$ cat src/rtl/game_pkg.sv
// Shared types for the game sequencer: FSM states, lane codes and small helpers.
package game_pkg;

    typedef enum logic [2:0] {
        ST_RESET     = 3'd0,
        ST_COUNTDOWN = 3'd1,
        ST_LOGO_FADE = 3'd2,
        ST_PLAYER_IN = 3'd3,
        ST_PLAY      = 3'd4,
        ST_GAME_OVER = 3'd5
    } state_t;

    localparam logic [1:0] LANE_L = 2'd0;
    localparam logic [1:0] LANE_C = 2'd1;
    localparam logic [1:0] LANE_R = 2'd2;

    // RNG lane code 3 is not a real lane and folds onto the centre.
    function automatic logic [1:0] lane_from_rng(input logic [1:0] r);
        return (r == 2'd3) ? LANE_C : r;
    endfunction

    function automatic logic [2:0] state_code(input state_t s);
        return 3'(s);
    endfunction

endpackage

$ cat src/rtl/game_sequencer_if.sv
// Stimulus and layer-control bundle between the game sequencer and its surroundings.
interface game_sequencer_if #(
    parameter int WIDTH     = 12,
    parameter int NUM_COINS = 3,
    parameter int RNG_WIDTH = 20
);
    logic                              vsync;
    logic                              btn_left;
    logic                              btn_right;
    logic [RNG_WIDTH-1:0]              random;
    logic [WIDTH-1:0]                  logo_voffset;
    logic [WIDTH-1:0]                  head_hoffset;
    logic [WIDTH-1:0]                  head_voffset;
    logic [NUM_COINS-1:0][WIDTH-1:0]   coin_loc;
    logic [NUM_COINS-1:0]              coin_active;
    logic [NUM_COINS-1:0][1:0]         coin_lane;
    logic [15:0]                       score;
    logic [3:0]                        misses;
    logic                              game_over;
    logic [2:0]                        state_o;

    modport master (
        input  vsync, btn_left, btn_right, random,
        output logo_voffset, head_hoffset, head_voffset, coin_loc, coin_active,
               coin_lane, score, misses, game_over, state_o
    );

    modport slave (
        output vsync, btn_left, btn_right, random,
        input  logo_voffset, head_hoffset, head_voffset, coin_loc, coin_active,
               coin_lane, score, misses, game_over, state_o
    );
endinterface

$ cat src/rtl/sync_edge.sv
// 2-FF synchroniser with a previous-value flop updated only when en is high.
// rise is combinational: synchronised level high while the last enabled sample was low.
module sync_edge (
    input  logic clk,
    input  logic rst_n,
    input  logic en,
    input  logic din,
    output logic rise
);
    logic s1, s2, prev;

    always_ff @(posedge clk or negedge rst_n) begin
        if (!rst_n) begin
            s1   <= 1'b0;
            s2   <= 1'b0;
            prev <= 1'b0;
        end else begin
            s1 <= din;
            s2 <= s1;
            if (en) prev <= s2;
        end
    end

    assign rise = s2 & ~prev;
endmodule

$ cat src/rtl/game_sequencer.sv
// Frame-driven Temple Run controller: intro sequence, three-lane play with coin slots, game over.
// All state advances once per synchronised vsync rise; outputs move on the 3rd clock seeing vsync high.
module game_sequencer
    import game_pkg::*;
#(
    parameter int WIDTH       = 12,
    parameter int NUM_COINS   = 3,
    parameter int RNG_WIDTH   = 20,
    parameter int COUNTDOWN   = 5,
    parameter int LOGO_END    = 640,
    parameter int LOGO_STEP   = 30,
    parameter int HEAD_START  = 180,
    parameter int HEAD_END    = 50,
    parameter int HEAD_STEP   = 20,
    parameter int LANE_OFFSET = 100,
    parameter int COIN_START  = -50,
    parameter int COIN_END    = 120,
    parameter int SPAWN_GAP   = 8,
    parameter int MAX_MISSES  = 3
) (
    input  logic            CLK100MHZ,
    input  logic            CPU_RESETN,
    game_sequencer_if.master bus
);
    logic tick, left_rise, right_rise, press_l, press_r;

    sync_edge u_vsync (.clk(CLK100MHZ), .rst_n(CPU_RESETN), .en(1'b1), .din(bus.vsync),     .rise(tick));
    sync_edge u_left  (.clk(CLK100MHZ), .rst_n(CPU_RESETN), .en(tick), .din(bus.btn_left),  .rise(left_rise));
    sync_edge u_right (.clk(CLK100MHZ), .rst_n(CPU_RESETN), .en(tick), .din(bus.btn_right), .rise(right_rise));

    assign press_l = tick & left_rise;
    assign press_r = tick & right_rise;

    state_t                          state, nxt_state;
    logic [7:0]                      countdown, cooldown, nxt_cool;
    logic [WIDTH-1:0]                logo_voffset, head_voffset;
    logic [1:0]                      lane, nxt_lane;
    logic [NUM_COINS-1:0][WIDTH-1:0] coin_loc, nxt_loc;
    logic [NUM_COINS-1:0]            coin_active, nxt_act;
    logic [NUM_COINS-1:0][1:0]       coin_lane, nxt_clane;
    logic [15:0]                     score, nxt_score;
    logic [3:0]                      misses, nxt_misses;
    logic                            hit, miss, found, spawn_en;
    logic                            unused_rng;

    assign unused_rng = ^bus.random[RNG_WIDTH-1:3];

    // Play-phase update, computed entirely from start-of-tick values.
    always_comb begin
        nxt_loc   = coin_loc;
        nxt_act   = coin_active;
        nxt_clane = coin_lane;
        hit       = 1'b0;
        miss      = 1'b0;
        found     = 1'b0;
        spawn_en  = (cooldown == 8'd0) && bus.random[0];
        for (int i = 0; i < NUM_COINS; i++) begin
            if (coin_active[i]) begin
                if (coin_loc[i] == WIDTH'(COIN_END)) begin
                    nxt_act[i] = 1'b0;
                    if (coin_lane[i] == lane) hit = 1'b1;
                    else                      miss = 1'b1;
                end else begin
                    nxt_loc[i] = coin_loc[i] + WIDTH'(1);
                end
            end else if (!found) begin
                found = 1'b1;
                if (spawn_en) begin
                    nxt_act[i]   = 1'b1;
                    nxt_loc[i]   = WIDTH'(COIN_START);
                    nxt_clane[i] = lane_from_rng(bus.random[2:1]);
                end
            end
        end
        if (spawn_en && found)      nxt_cool = 8'(SPAWN_GAP);
        else if (cooldown != 8'd0)  nxt_cool = cooldown - 8'd1;
        else                        nxt_cool = 8'd0;
        nxt_lane = lane;
        if (press_l && !press_r && lane != LANE_L) nxt_lane = lane - 2'd1;
        if (press_r && !press_l && lane != LANE_R) nxt_lane = lane + 2'd1;
        nxt_score  = (hit && score != 16'hFFFF) ? score + 16'd1 : score;
        nxt_misses = miss ? misses + 4'd1 : misses;
    end

    always_ff @(posedge CLK100MHZ or negedge CPU_RESETN) begin
        if (!CPU_RESETN) state <= ST_RESET;
        else             state <= nxt_state;
    end

    always_comb begin
        nxt_state = state;
        if (tick) begin
            case (state)
                ST_RESET:     nxt_state = ST_COUNTDOWN;
                ST_COUNTDOWN: if (countdown == 8'd0) nxt_state = ST_LOGO_FADE;
                ST_LOGO_FADE: if (logo_voffset >= WIDTH'(LOGO_END)) nxt_state = ST_PLAYER_IN;
                ST_PLAYER_IN: if (head_voffset <= WIDTH'(HEAD_END)) nxt_state = ST_PLAY;
                ST_PLAY:      if (nxt_misses >= 4'(MAX_MISSES)) nxt_state = ST_GAME_OVER;
                ST_GAME_OVER: if (press_l || press_r) nxt_state = ST_RESET;
                default:      nxt_state = ST_RESET;
            endcase
        end
    end

    always_ff @(posedge CLK100MHZ or negedge CPU_RESETN) begin
        if (!CPU_RESETN) begin
            countdown    <= 8'(COUNTDOWN);
            cooldown     <= 8'd0;
            logo_voffset <= '0;
            head_voffset <= WIDTH'(HEAD_START);
            lane         <= LANE_C;
            coin_loc     <= {NUM_COINS{WIDTH'(COIN_START)}};
            coin_active  <= '0;
            coin_lane    <= {NUM_COINS{LANE_C}};
            score        <= '0;
            misses       <= '0;
        end else if (tick) begin
            case (state)
                ST_RESET: begin
                    countdown    <= 8'(COUNTDOWN);
                    cooldown     <= 8'd0;
                    logo_voffset <= '0;
                    head_voffset <= WIDTH'(HEAD_START);
                    lane         <= LANE_C;
                    coin_loc     <= {NUM_COINS{WIDTH'(COIN_START)}};
                    coin_active  <= '0;
                    coin_lane    <= {NUM_COINS{LANE_C}};
                    score        <= '0;
                    misses       <= '0;
                end
                ST_COUNTDOWN: if (countdown != 8'd0) countdown <= countdown - 8'd1;
                ST_LOGO_FADE: if (logo_voffset < WIDTH'(LOGO_END))
                                  logo_voffset <= logo_voffset + WIDTH'(LOGO_STEP);
                ST_PLAYER_IN: if (head_voffset > WIDTH'(HEAD_END))
                                  head_voffset <= head_voffset - WIDTH'(HEAD_STEP);
                ST_PLAY: begin
                    coin_loc    <= nxt_loc;
                    coin_active <= nxt_act;
                    coin_lane   <= nxt_clane;
                    cooldown    <= nxt_cool;
                    lane        <= nxt_lane;
                    score       <= nxt_score;
                    misses      <= nxt_misses;
                end
                default: ;
            endcase
        end
    end

    always_comb begin
        bus.state_o   = state_code(state);
        bus.game_over = (state == ST_GAME_OVER);
        case (lane)
            LANE_L:  bus.head_hoffset = WIDTH'(-LANE_OFFSET);
            LANE_R:  bus.head_hoffset = WIDTH'(LANE_OFFSET);
            default: bus.head_hoffset = '0;
        endcase
    end

    assign bus.logo_voffset = logo_voffset;
    assign bus.head_voffset = head_voffset;
    assign bus.coin_loc     = coin_loc;
    assign bus.coin_active  = coin_active;
    assign bus.coin_lane    = coin_lane;
    assign bus.score        = score;
    assign bus.misses       = misses;
endmodule

$ cat src/flat_wrapper.sv
// flat-port wrapper written by rule: the top's interface ports become plain ports
module game_sequencer_flat import game_pkg::*;
#(
    parameter int WIDTH       = 12,
    parameter int NUM_COINS   = 3,
    parameter int RNG_WIDTH   = 20,
    parameter int COUNTDOWN   = 5,
    parameter int LOGO_END    = 640,
    parameter int LOGO_STEP   = 30,
    parameter int HEAD_START  = 180,
    parameter int HEAD_END    = 50,
    parameter int HEAD_STEP   = 20,
    parameter int LANE_OFFSET = 100,
    parameter int COIN_START  = -50,
    parameter int COIN_END    = 120,
    parameter int SPAWN_GAP   = 8,
    parameter int MAX_MISSES  = 3
)
  (CLK100MHZ, CPU_RESETN, bus_vsync, bus_btn_left, bus_btn_right, bus_random, bus_logo_voffset, bus_head_hoffset, bus_head_voffset, bus_coin_loc, bus_coin_active, bus_coin_lane, bus_score, bus_misses, bus_game_over, bus_state_o);
  game_sequencer_if #(.WIDTH(WIDTH), .NUM_COINS(NUM_COINS), .RNG_WIDTH(RNG_WIDTH)) bus_i ();
  input  logic CLK100MHZ;
  input  logic CPU_RESETN;
  input wire logic [$bits(bus_i.vsync)-1:0] bus_vsync;
  input wire logic [$bits(bus_i.btn_left)-1:0] bus_btn_left;
  input wire logic [$bits(bus_i.btn_right)-1:0] bus_btn_right;
  input wire logic [$bits(bus_i.random)-1:0] bus_random;
  output wire logic [$bits(bus_i.logo_voffset)-1:0] bus_logo_voffset;
  output wire logic [$bits(bus_i.head_hoffset)-1:0] bus_head_hoffset;
  output wire logic [$bits(bus_i.head_voffset)-1:0] bus_head_voffset;
  output wire logic [$bits(bus_i.coin_loc)-1:0] bus_coin_loc;
  output wire logic [$bits(bus_i.coin_active)-1:0] bus_coin_active;
  output wire logic [$bits(bus_i.coin_lane)-1:0] bus_coin_lane;
  output wire logic [$bits(bus_i.score)-1:0] bus_score;
  output wire logic [$bits(bus_i.misses)-1:0] bus_misses;
  output wire logic [$bits(bus_i.game_over)-1:0] bus_game_over;
  output wire logic [$bits(bus_i.state_o)-1:0] bus_state_o;
  assign bus_i.vsync = bus_vsync;
  assign bus_i.btn_left = bus_btn_left;
  assign bus_i.btn_right = bus_btn_right;
  assign bus_i.random = bus_random;
  assign bus_logo_voffset = bus_i.logo_voffset;
  assign bus_head_hoffset = bus_i.head_hoffset;
  assign bus_head_voffset = bus_i.head_voffset;
  assign bus_coin_loc = bus_i.coin_loc;
  assign bus_coin_active = bus_i.coin_active;
  assign bus_coin_lane = bus_i.coin_lane;
  assign bus_score = bus_i.score;
  assign bus_misses = bus_i.misses;
  assign bus_game_over = bus_i.game_over;
  assign bus_state_o = bus_i.state_o;
  game_sequencer #(.WIDTH(WIDTH), .NUM_COINS(NUM_COINS), .RNG_WIDTH(RNG_WIDTH), .COUNTDOWN(COUNTDOWN), .LOGO_END(LOGO_END), .LOGO_STEP(LOGO_STEP), .HEAD_START(HEAD_START), .HEAD_END(HEAD_END), .HEAD_STEP(HEAD_STEP), .LANE_OFFSET(LANE_OFFSET), .COIN_START(COIN_START), .COIN_END(COIN_END), .SPAWN_GAP(SPAWN_GAP), .MAX_MISSES(MAX_MISSES)) u_core (.CLK100MHZ(CLK100MHZ), .CPU_RESETN(CPU_RESETN), .bus(bus_i));
endmodule
$ cat config.mk
export PLATFORM = sky130hd
export DESIGN_NAME = game_sequencer_flat
export DESIGN_NICKNAME = d
export VERILOG_FILES = /design/src/rtl/game_pkg.sv /design/src/rtl/game_sequencer_if.sv /design/src/rtl/sync_edge.sv /design/src/rtl/game_sequencer.sv /design/src/flat_wrapper.sv
export SDC_FILE = /design/constraint.sdc
export NUM_CORES = 1
export LEC_CHECK = 0
export CAP_MARGIN = 20
export CORE_MARGIN = 3
export CORE_UTILIZATION = 31
export DETAILED_ROUTE_END_ITERATION = 8
export PLACE_DENSITY = 0.5
export SLEW_MARGIN = 10
export SYNTH_ARGS = -nofsm -noshare
export SYNTH_HDL_FRONTEND = slang
export SYNTH_HIERARCHICAL = 1
export SYNTH_SLANG_ARGS = --single-unit
$ cat constraint.sdc
create_clock -name CLK100MHZ -period 7.4 [get_ports CLK100MHZ]
set_clock_uncertainty 0.1 [all_clocks]
set_input_delay 2.22 -clock CLK100MHZ [delete_from_list [all_inputs] [get_ports CLK100MHZ]]
set_output_delay 2.22 -clock CLK100MHZ [all_outputs]
set_load 0.005 [all_outputs]
==> results of run 1 <==
-- final timing paths --
check	end	start
worst max-delay path	bus_game_over	u_core/bus.state_o[2]
worst min-delay path	u_core/u_vsync/s2	u_core/u_vsync/s1
worst max register to register	u_core/bus.coin_loc[10]	u_core/u_vsync/prev
worst min register to register	u_core/u_vsync/s2	u_core/u_vsync/s1
max in group asynchronous	u_core/u_right/prev	CPU_RESETN
min in group asynchronous	u_core/bus.coin_loc[5]	CPU_RESETN
-- per-layer routing --
metal	GRT usage	part of all wire
met1	0.216	0.46
met2	0.258	0.47
met3	0.0452	0.055
met4	0.0393	0.0070
met5	0	0
-- power by group --
part	internal [mW]	switching (mW)	total, mW
Combinational	0.425	0.356	0.780
Clock	0.495	0.276	0.771
Sequential	0.852	0.224	1.08
Total	1.77	0.855	2.63
-- layout make-up --
cell class,instances,area [um2]
Clock inverter,5,50.0
Inverter,27,101
Timing Repair Buffer,111,1100
Multi-Input combinational cell,518,3210
Fill cell,2034,12100
Clock buffer,27,503
Sequential cell,116,2950
Tap cell,270,338
-- registers in the layout, summed over array words and instances, names as in the netlist, 2 cells and up --
register	flops
u_core/cooldown	8
u_core/bus.score	16
u_core/bus.misses	4
u_core/bus.state_o	3
u_core/bus.head_voffset	10
u_core/bus.coin_lane	6
u_core/bus.coin_active	3
u_core/bus.logo_voffset	11
u_core/countdown	8
u_core/bus.coin_loc	36
u_core/lane	2
-- cell usage in the layout, fill, tap and decap left out, types with 10 or more instances in the layout --
master and instances:
and2_1 13, or3_1 16, dfstp_2 37, nor2_1 60
xnor2_1 22, nand2_1 78, a21oi_1 30, xor2_1 31
and3_1 13, o21ai_0 46, ha_1 15, clkbuf_16 17
nand4_1 22, a31oi_1 10, nand3_1 30, inv_1 27
nor3_1 16, dfrtp_1 79, clkdlybuf4s50_1 106
-- worst max-delay path: stages (launching register included) --
cell	delay, ps
dfrtp_1	820
inv_1	310
or2_2	380
inv_1	90
clkdlybuf4s50_1	510
-- cells by family (layout without fill, tap and decap cells) --
logic type / Yosys count / count (layout) / share of synthesized area
compound gates: 132 / 132 / 0.132
other cells: 2 / 6 / 0.00117
buf+inv: 64 / 170 / 0.0463
xor+xnor: 53 / 53 / 0.0721
simple gates: 307 / 307 / 0.251
mux: 5 / 5 / 0.0101
fa+ha+maj: 15 / 15 / 0.0292
flops: 116 / 116 / 0.458
==> impl_metrics.xml, run 1 <==
<?xml version="1.0" encoding="UTF-8"?>
<metrics>
  <group name="yosys">
    <metric name="synth-edff-count" unit="">0</metric>
    <metric name="synth_area_per_cell" unit="um2">9.28</metric>
    <metric name="yosysTopAreaCell" unit="">dfrtp_1</metric>
    <metric name="synth_async_sr_flop_share" unit="">1.00</metric>
    <metric name="synthTopCellsByCount" unit="">dfrtp_1, nand2_1, nor2_1, o21ai_0, dfstp_2</metric>
    <metric name="synth.distinct_cells" unit="">70</metric>
    <metric name="yosys-top-cells-area" unit="">dfrtp_1, dfstp_2, nand2_1</metric>
    <metric name="synthesis.instances" unit="">694</metric>
    <metric name="synthDominantCellAreaShare" unit="">0.307</metric>
    <metric name="synth-main-ff-cell" unit="">dfrtp_1</metric>
    <metric name="number_of_synthesized_register_bits" unit="">116</metric>
    <metric name="seq_area_frac_synth" unit="">0.458</metric>
    <metric name="yosys.cell_count.top_type" unit="">dfrtp_1</metric>
    <metric name="yosysWarningCount" unit="">6</metric>
    <metric name="mappedNetlistArea" unit="um2">6440</metric>
  </group>
  <group name="global_routing">
    <metric name="grt_pass1_vias" unit="">5444</metric>
    <metric name="maximum_number_of_pins_on_one_net_before_global_route_repair" unit="">71</metric>
    <metric name="groute.usage.overall" unit="">0.161</metric>
    <metric name="grt_antenna_before_repair" unit="">0</metric>
    <metric name="grt_first_pass_wirelength" unit="mm">28.9</metric>
    <metric name="overflow" unit="">0</metric>
  </group>
  <group name="worst_setup_path">
    <metric name="worst_ep_required_time" unit="ps">5080</metric>
    <metric name="timing.reg2reg.setup_slack" unit="ps">4170</metric>
    <metric name="kind_of_end_point_of_the_critical_path" unit="">primary output</metric>
    <metric name="crit_path_max_fanout" unit="">21</metric>
    <metric name="critPathKind" unit="">flip-flop to primary output</metric>
    <metric name="r2r_cells" unit="">6</metric>
    <metric name="critPathLaunchType" unit="">flip-flop</metric>
    <metric name="crit_arrival" unit="ps">2520</metric>
  </group>
  <group name="detailed_routing">
    <metric name="drtIter0Drc" unit="">432</metric>
    <metric name="drc" unit="">0</metric>
    <metric name="routed_wirelength" unit="mm">17.5</metric>
    <metric name="detail_route.first_pass.iterations" unit="">6</metric>
    <metric name="avgRoutedWirePerCell" unit="um">16.3</metric>
    <metric name="vias_per_cell" unit="">5.13</metric>
    <metric name="detailroute.via_count" unit="">5508</metric>
    <metric name="remaining_number_of_nets_flagged_by_the_antenna_check_after_routing" unit="">0</metric>
  </group>
  <group name="sta">
    <metric name="final-max-slew-violation-count" unit="">0</metric>
    <metric name="maxClockFrequency" unit="MHz">207</metric>
    <metric name="final_period_util" unit="">0.653</metric>
    <metric name="layout_setup_ws" unit="ps">2560</metric>
    <metric name="finalHoldViolations" unit="">0</metric>
    <metric name="holdWs" unit="ps">246</metric>
    <metric name="setup_total_negative_slack" unit="ps">0</metric>
    <metric name="pin_slew_with_the_least_headroom_to_its_limit" unit="ps">901</metric>
    <metric name="period_needed" unit="ps">4840</metric>
    <metric name="rsz_0062_raised_after_global_routing" unit="">false</metric>
    <metric name="finalSetupViolations" unit="">0</metric>
    <metric name="maxSlewHeadroom" unit="">0.399</metric>
  </group>
  <group name="floorplan">
    <metric name="std_cell_rows" unit="">52</metric>
    <metric name="dieArea" unit="um2">22500</metric>
    <metric name="floorplan.initialDensity" unit="">0.317</metric>
    <metric name="die_h" unit="um">150</metric>
    <metric name="chipWidth" unit="um">150</metric>
    <metric name="ioPinCount" unit="">130</metric>
    <metric name="core_area" unit="um2">20300</metric>
  </group>
  <group name="place">
    <metric name="dpl.cell_count" unit="">1041</metric>
    <metric name="dp.final_hpwl" unit="mm">12.3</metric>
    <metric name="routabilityCongestion" unit="">0.811</metric>
    <metric name="placement.setup.worst_slack" unit="ps">2830</metric>
    <metric name="place.port_buffers" unit="">107</metric>
    <metric name="placed_cell_area" unit="um2">7690</metric>
  </group>
  <group name="clocking">
    <metric name="numCtsBuffers" unit="">17</metric>
    <metric name="cts_resized" unit="">0</metric>
    <metric name="cts_max_level" unit="">4</metric>
    <metric name="clock_insertion_delay_worst_skew" unit="ps">410</metric>
    <metric name="clk_path_buf_depth" unit="">2</metric>
    <metric name="post_cts_hold_buffer_count" unit="">0</metric>
    <metric name="clock_sinks" unit="">116</metric>
    <metric name="worst_setup_hold_path_clk_slew" unit="ps">50</metric>
    <metric name="tritoncts" unit="">built</metric>
    <metric name="post_cts.repair.setup_buffers" unit="">0</metric>
    <metric name="clock-root-buffer" unit="">clkbuf_16</metric>
  </group>
  <group name="layout">
    <metric name="postLayoutCoreUtil" unit="">0.406</metric>
    <metric name="area_growth_syn_to_layout" unit="%">28.1</metric>
    <metric name="layout.cells.non_filler" unit="">1074</metric>
    <metric name="final_net_count" unit="">831</metric>
    <metric name="final_cell_area" unit="um2">8250</metric>
    <metric name="ratio_of_cells_with_drive_above_1_in_the_final_layout" unit="">0.107</metric>
    <metric name="n_diodes" unit="">0</metric>
  </group>
  <group name="pwr">
    <metric name="pwr_density_cell" unit="nW/um2">318</metric>
    <metric name="design_power_total" unit="mW">2.63</metric>
    <metric name="vdd_drop_max" unit="uV">163</metric>
    <metric name="p_leak" unit="nW">3.28</metric>
  </group>
  <group name="worst_hold_path">
    <metric name="min_path_type" unit="">flip-flop to flip-flop</metric>
    <metric name="hold_path_depth" unit="">0</metric>
  </group>
  <group name="run">
    <metric name="maxCapViolCount" unit="">0</metric>
  </group>
  <group name="status">
    <metric name="result_of_the_run" unit="">finished clean</metric>
  </group>
</metrics>
No activity file was read; power rests on OpenSTA's default activity.
==> inputs of run 2 (changes only) <==
clock period = 4.75 ns   (was 7.4 ns; I/O delays follow)
==> run 2 against run 1 <==
  * Highest routed layer unchanged
  * Largest power group unchanged
  * Sequential cell count did not move
  * Die area did not move
  * Hold slack got worse by 0.92 ps
==> impl_metrics.xml, run 2 (synthesized netlist as in run 1, its figures left out) <==
<?xml version="1.0" encoding="UTF-8"?>
<metrics>
  <group name="global_routing">
    <metric name="maximum_number_of_pins_on_one_net_before_global_route_repair" unit="">117</metric>
    <metric name="grt_antenna_before_repair" unit="">0</metric>
    <metric name="grt_first_pass_wirelength" unit="mm">28.8</metric>
    <metric name="grt_pass1_vias" unit="">5548</metric>
    <metric name="overflow" unit="">0</metric>
    <metric name="groute.usage.overall" unit="">0.160</metric>
  </group>
  <group name="worst_setup_path">
    <metric name="kind_of_end_point_of_the_critical_path" unit="">primary output</metric>
    <metric name="critPathLaunchType" unit="">flip-flop</metric>
    <metric name="critPathKind" unit="">flip-flop to primary output</metric>
    <metric name="crit_path_max_fanout" unit="">21</metric>
    <metric name="worst_ep_required_time" unit="ps">3220</metric>
    <metric name="crit_arrival" unit="ps">2110</metric>
  </group>
  <group name="sta">
    <metric name="period_needed" unit="ps">3640</metric>
    <metric name="final_period_util" unit="">0.765</metric>
    <metric name="setup_total_negative_slack" unit="ps">0</metric>
    <metric name="maxClockFrequency" unit="MHz">275</metric>
    <metric name="finalHoldViolations" unit="">0</metric>
    <metric name="final-max-slew-violation-count" unit="">0</metric>
    <metric name="pin_slew_with_the_least_headroom_to_its_limit" unit="ps">746</metric>
    <metric name="maxSlewHeadroom" unit="">0.499</metric>
    <metric name="rsz_0062_raised_after_global_routing" unit="">false</metric>
    <metric name="finalSetupViolations" unit="">0</metric>
  </group>
  <group name="place">
    <metric name="routabilityCongestion" unit="">0.813</metric>
    <metric name="place.port_buffers" unit="">107</metric>
    <metric name="placed_cell_area" unit="um2">7720</metric>
    <metric name="dp.final_hpwl" unit="mm">12.2</metric>
  </group>
  <group name="layout">
    <metric name="layout.cells.most_common" unit="">clkdlybuf4s50_1</metric>
    <metric name="n_diodes" unit="">0</metric>
    <metric name="regMostFlops" unit="">u_core/bus.coin_loc</metric>
    <metric name="mostFrequentLayoutCells" unit="">clkdlybuf4s50_1, dfrtp_1, nand2_1</metric>
    <metric name="ratio_of_cells_with_drive_above_1_in_the_final_layout" unit="">0.108</metric>
    <metric name="area_growth_syn_to_layout" unit="%">28.0</metric>
    <metric name="layout_top_registers" unit="">u_core/bus.coin_loc (36), u_core/bus.score (16), u_core/bus.logo_voffset (11)</metric>
    <metric name="final_net_count" unit="">833</metric>
    <metric name="largest_register_ffs" unit="">36</metric>
    <metric name="final_cell_area" unit="um2">8240</metric>
  </group>
  <group name="floorplan">
    <metric name="dieArea" unit="um2">22500</metric>
    <metric name="chipWidth" unit="um">150</metric>
    <metric name="std_cell_rows" unit="">52</metric>
    <metric name="floorplan.initialDensity" unit="">0.317</metric>
    <metric name="core_area" unit="um2">20300</metric>
    <metric name="ioPinCount" unit="">130</metric>
    <metric name="die_h" unit="um">150</metric>
  </group>
  <group name="clocking">
    <metric name="clock-root-buffer" unit="">clkbuf_16</metric>
    <metric name="cts_max_level" unit="">4</metric>
    <metric name="post_cts.repair.setup_buffers" unit="">0</metric>
    <metric name="clock_sinks" unit="">116</metric>
    <metric name="clock_insertion_delay_worst_skew" unit="ps">420</metric>
    <metric name="worst_setup_hold_path_clk_slew" unit="ps">50</metric>
    <metric name="clk_path_buf_depth" unit="">2</metric>
    <metric name="tritoncts" unit="">built</metric>
    <metric name="numCtsBuffers" unit="">17</metric>
    <metric name="post_cts_hold_buffer_count" unit="">0</metric>
    <metric name="cts_resized" unit="">0</metric>
  </group>
  <group name="detailed_routing">
    <metric name="remaining_number_of_nets_flagged_by_the_antenna_check_after_routing" unit="">0</metric>
    <metric name="avgRoutedWirePerCell" unit="um">16.3</metric>
    <metric name="drtIter0Drc" unit="">380</metric>
    <metric name="vias_per_cell" unit="">5.16</metric>
    <metric name="detail_route.first_pass.iterations" unit="">5</metric>
    <metric name="drc" unit="">0</metric>
    <metric name="routed_wirelength" unit="mm">17.5</metric>
    <metric name="detailroute.via_count" unit="">5555</metric>
  </group>
  <group name="run">
    <metric name="maxCapViolCount" unit="">0</metric>
  </group>
  <group name="pwr">
    <metric name="pwr_density_cell" unit="nW/um2">490</metric>
    <metric name="p_leak" unit="nW">3.28</metric>
    <metric name="vdd_drop_max" unit="uV">303</metric>
  </group>
  <group name="status">
    <metric name="result_of_the_run" unit="">finished clean</metric>
  </group>
  <group name="worst_hold_path">
    <metric name="min_path_type" unit="">flip-flop to flip-flop</metric>
  </group>
</metrics>
-- run 2: cell type report --
type | count | area, um2
sequential | 116 | 2950
timing repair buffer | 113 | 1130
fill | 2019 | 12100
inverter | 27 | 101
multi-input combinational | 518 | 3210
clock buffer | 27 | 493
tap | 270 | 338
clock inverter | 5 | 25.0
-- run 2: report_power, final --
| group | total [mW] | switching, mW | internal (mW) |
|---|---|---|---|
| logic | 1.23 | 0.564 | 0.666 |
| registers | 1.66 | 0.337 | 1.33 |
| clock network | 1.14 | 0.438 | 0.702 |
| total | 4.03 | 1.34 | 2.70 |
-- run 2: worst paths after layout --
path | startpoint | endpoint | slack [ps] | cells past startpoint
worst max register to register | u_core/bus.head_voffset[2] | u_core/bus.head_voffset[10] | 1890 | 8
worst min register to register | u_core/u_right/s1 | u_core/u_right/s2 | 250 | 0
worst min-delay path | u_core/u_right/s1 | u_core/u_right/s2 | 250 | 0
max in group asynchronous | CPU_RESETN | u_core/bus.head_voffset[3] | 3080 | 2
min in group asynchronous | CPU_RESETN | u_core/bus.coin_lane[3] | 1010 | 2
worst max-delay path | u_core/bus.state_o[2] | bus_game_over | 1110 | 5
-- run 2: per-layer routing --
metal / vias to the layer above / share of wire / GRT usage
li1: 2661 / - / -
met1: 2730 / 0.47 / 0.212
met2: 149 / 0.47 / 0.262
met3: 15 / 0.057 / 0.0449
met4: 0 / 0.0078 / 0.0384
met5: - / 0 / 0
-- run 2: critical path, cell delays in order (launching register included) --
cell	delay, ps
dfrtp_1	320
buf_4	260
inv_1	180
or2_2	350
inv_1	80
clkdlybuf4s50_1	500
-- run 2: through the flow --
stage | power, mW | worst slack (ps) | cells | hold WS [ps] | util
floorplan | 2.28 | 2110 | 698 | 231 | -
global placement | 2.88 | 1140 | 1044 | 234 | 0.380
detailed placement | 2.92 | 1130 | 1044 | 235 | 0.380
CTS | 4.09 | 1060 | 1076 | 247 | 0.406
global route | 4.31 | 934 | 1076 | 255 | 0.406
finish | 4.03 | 1110 | 1076 | 245 | 0.406
==> inputs of run 3 (changes only) <==
clock period = 3.7 ns   (was 4.75 ns; I/O delays follow)
==> run 3 against run 2 <==
  * Register-to-register slack worse by 1200 ps
  * Sequential cell count stayed put
  * Count of clock-buffer cells in the layout stayed put
  * Non-clock buffer count is 4 higher
  * Combinational power is 30% higher
  * Final area is 0.73% higher
  * Hold slack better by 1.0 ps
  * Largest cell class unchanged
  * Critical path type unchanged
  * Wire length is 2.7% higher
  * First-iteration DRC count is 21% lower
  * Critical endpoint unchanged
  * Critical path depth is 1 lower
  * Die area stayed put
==> impl_metrics.xml, run 3 (synthesized netlist as in run 1, its figures left out) <==
<?xml version="1.0" encoding="UTF-8"?>
<metrics>
  <group name="detailed_routing">
    <metric name="drtIter0Drc" unit="">302</metric>
    <metric name="drc" unit="">0</metric>
    <metric name="detailroute.via_count" unit="">5608</metric>
    <metric name="routed_wirelength" unit="mm">18.0</metric>
    <metric name="avgRoutedWirePerCell" unit="um">16.6</metric>
    <metric name="detail_route.first_pass.iterations" unit="">7</metric>
    <metric name="vias_per_cell" unit="">5.19</metric>
    <metric name="remaining_number_of_nets_flagged_by_the_antenna_check_after_routing" unit="">0</metric>
  </group>
  <group name="clocking">
    <metric name="clock_sinks" unit="">116</metric>
    <metric name="post_cts.repair.setup_buffers" unit="">0</metric>
    <metric name="clk_path_buf_depth" unit="">2</metric>
    <metric name="cts_resized" unit="">0</metric>
    <metric name="worst_setup_hold_path_clk_slew" unit="ps">50</metric>
    <metric name="tritoncts" unit="">built</metric>
    <metric name="post_cts_hold_buffer_count" unit="">0</metric>
    <metric name="clock_insertion_delay_worst_skew" unit="ps">420</metric>
    <metric name="numCtsBuffers" unit="">17</metric>
    <metric name="cts_max_level" unit="">4</metric>
    <metric name="clock-root-buffer" unit="">clkbuf_16</metric>
  </group>
  <group name="layout">
    <metric name="final_cell_area" unit="um2">8300</metric>
    <metric name="largest_register_ffs" unit="">36</metric>
    <metric name="layout.cells.non_filler" unit="">1080</metric>
    <metric name="regMostFlops" unit="">u_core/bus.coin_loc</metric>
    <metric name="layout_top_registers" unit="">u_core/bus.coin_loc (36), u_core/bus.score (16), u_core/bus.logo_voffset (11)</metric>
    <metric name="area_growth_syn_to_layout" unit="%">28.9</metric>
    <metric name="layout.cells.most_common" unit="">clkdlybuf4s50_1</metric>
    <metric name="final_net_count" unit="">837</metric>
    <metric name="mostFrequentLayoutCells" unit="">clkdlybuf4s50_1, dfrtp_1, nand2_1</metric>
    <metric name="n_diodes" unit="">0</metric>
    <metric name="ratio_of_cells_with_drive_above_1_in_the_final_layout" unit="">0.116</metric>
  </group>
  <group name="pwr">
    <metric name="vdd_drop_max" unit="uV">347</metric>
    <metric name="p_leak" unit="nW">3.32</metric>
    <metric name="pwr_density_cell" unit="nW/um2">634</metric>
    <metric name="sequential_power_share" unit="">0.407</metric>
    <metric name="combPwrFrac" unit="">0.303</metric>
    <metric name="power.share.switching" unit="">0.329</metric>
    <metric name="power_frac_clock" unit="">0.289</metric>
    <metric name="internal-power" unit="mW">3.53</metric>
    <metric name="design_power_total" unit="mW">5.26</metric>
    <metric name="total_switching_power" unit="mW">1.73</metric>
  </group>
  <group name="sta">
    <metric name="finalHoldViolations" unit="">0</metric>
    <metric name="rsz_0062_raised_after_global_routing" unit="">false</metric>
    <metric name="period_needed" unit="ps">3360</metric>
    <metric name="maxSlewHeadroom" unit="">0.502</metric>
    <metric name="setup_total_negative_slack" unit="ps">0</metric>
    <metric name="final_period_util" unit="">0.909</metric>
    <metric name="layout_setup_ws" unit="ps">335</metric>
    <metric name="pin_slew_with_the_least_headroom_to_its_limit" unit="ps">743</metric>
    <metric name="maxClockFrequency" unit="MHz">297</metric>
    <metric name="final-max-slew-violation-count" unit="">0</metric>
    <metric name="finalSetupViolations" unit="">0</metric>
  </group>
  <group name="floorplan">
    <metric name="ioPinCount" unit="">130</metric>
    <metric name="chipWidth" unit="um">150</metric>
    <metric name="floorplan.initialDensity" unit="">0.317</metric>
    <metric name="core_area" unit="um2">20300</metric>
    <metric name="std_cell_rows" unit="">52</metric>
    <metric name="die_h" unit="um">150</metric>
    <metric name="dieArea" unit="um2">22500</metric>
  </group>
  <group name="place">
    <metric name="routabilityCongestion" unit="">0.828</metric>
    <metric name="placed_cell_area" unit="um2">7750</metric>
    <metric name="dp.final_hpwl" unit="mm">12.8</metric>
    <metric name="place.port_buffers" unit="">107</metric>
    <metric name="placement.setup.worst_slack" unit="ps">487</metric>
    <metric name="dpl.cell_count" unit="">1048</metric>
  </group>
  <group name="worst_setup_path">
    <metric name="critPathKind" unit="">flip-flop to primary output</metric>
    <metric name="timing.critical_path.slowest_cell_delay" unit="ps">570</metric>
    <metric name="critPathMostFrequentCell" unit="">inv_1</metric>
    <metric name="crit_path_max_fanout" unit="">11</metric>
    <metric name="timing.critical_path.max_delay_family" unit="">buffers and inverters</metric>
    <metric name="kind_of_end_point_of_the_critical_path" unit="">primary output</metric>
    <metric name="crit_arrival" unit="ps">2150</metric>
    <metric name="worst_ep_required_time" unit="ps">2490</metric>
    <metric name="critPathLaunchType" unit="">flip-flop</metric>
    <metric name="critical-path-slowest-cell" unit="">dfrtp_1</metric>
    <metric name="crit_chain" unit="">inv_1 -&gt; or2_2 -&gt; inv_1 -&gt; clkdlybuf4s50_1</metric>
    <metric name="cp_num_buf_inv" unit="">3</metric>
  </group>
  <group name="global_routing">
    <metric name="maximum_number_of_pins_on_one_net_before_global_route_repair" unit="">41</metric>
    <metric name="grt_pass1_vias" unit="">5770</metric>
    <metric name="grt_first_pass_wirelength" unit="mm">30.1</metric>
    <metric name="grt_antenna_before_repair" unit="">0</metric>
    <metric name="groute.usage.overall" unit="">0.167</metric>
    <metric name="overflow" unit="">0</metric>
  </group>
  <group name="run">
    <metric name="maxCapViolCount" unit="">0</metric>
  </group>
  <group name="worst_hold_path">
    <metric name="min_path_type" unit="">flip-flop to flip-flop</metric>
  </group>
  <group name="status">
    <metric name="result_of_the_run" unit="">finished clean</metric>
  </group>
</metrics>
run 3: metal layers:
metal  track usage  wire length, um  vias up
li1              -                -     2674
met1         0.221             8290     2778
met2         0.268             8460      139
met3        0.0415              975       17
met4        0.0563              262        0
met5             0                0        -
run 3: layout make-up:
cell class / count / area [um2]
Inverter: 27 / 101
Clock inverter: 5 / 25.0
Clock buffer: 27 / 523
Fill cell: 2024 / 12000
Timing Repair Buffer: 117 / 1160
Sequential cell: 116 / 2950
Tap cell: 270 / 338
Multi-Input combinational cell: 518 / 3210
run 3: power by group through the flow:
stage / Combinational, mW / Sequential, mW / Clock, mW
2_1_floorplan: 0.896 / 2.04 / 0
3_3_place_gp: 1.57 / 2.15 / 0
3_5_place_dp: 1.60 / 2.16 / 0
4_1_cts: 1.62 / 2.15 / 1.57
5_1_grt: 1.79 / 2.21 / 1.62
6_report: 1.60 / 2.14 / 1.52
run 3: stage by stage:
stage | hold WS [ps] | utilization
3_5_place_dp | 236 | 0.382
6_report | 246 | 0.409
2_1_floorplan | 231 | -
4_1_cts | 248 | 0.409
5_1_grt | 264 | 0.409
3_3_place_gp | 235 | 0.382
run 3: path summary, 6_finish.rpt:
path | slack [ps] | startpoint | cells past startpoint | end
max in group asynchronous | 2180 | CPU_RESETN | 2 | u_core/bus.head_voffset[4]
min reg2reg | 250 | u_core/u_vsync/s1 | 0 | u_core/u_vsync/s2
min | 250 | u_core/u_vsync/s1 | 0 | u_core/u_vsync/s2
max reg2reg | 730 | u_core/bus.state_o[2] | 6 | u_core/bus.coin_loc[10]
max | 340 | u_core/bus.state_o[2] | 4 | bus_game_over
min in group asynchronous | 560 | CPU_RESETN | 1 | u_core/bus.coin_lane[3]
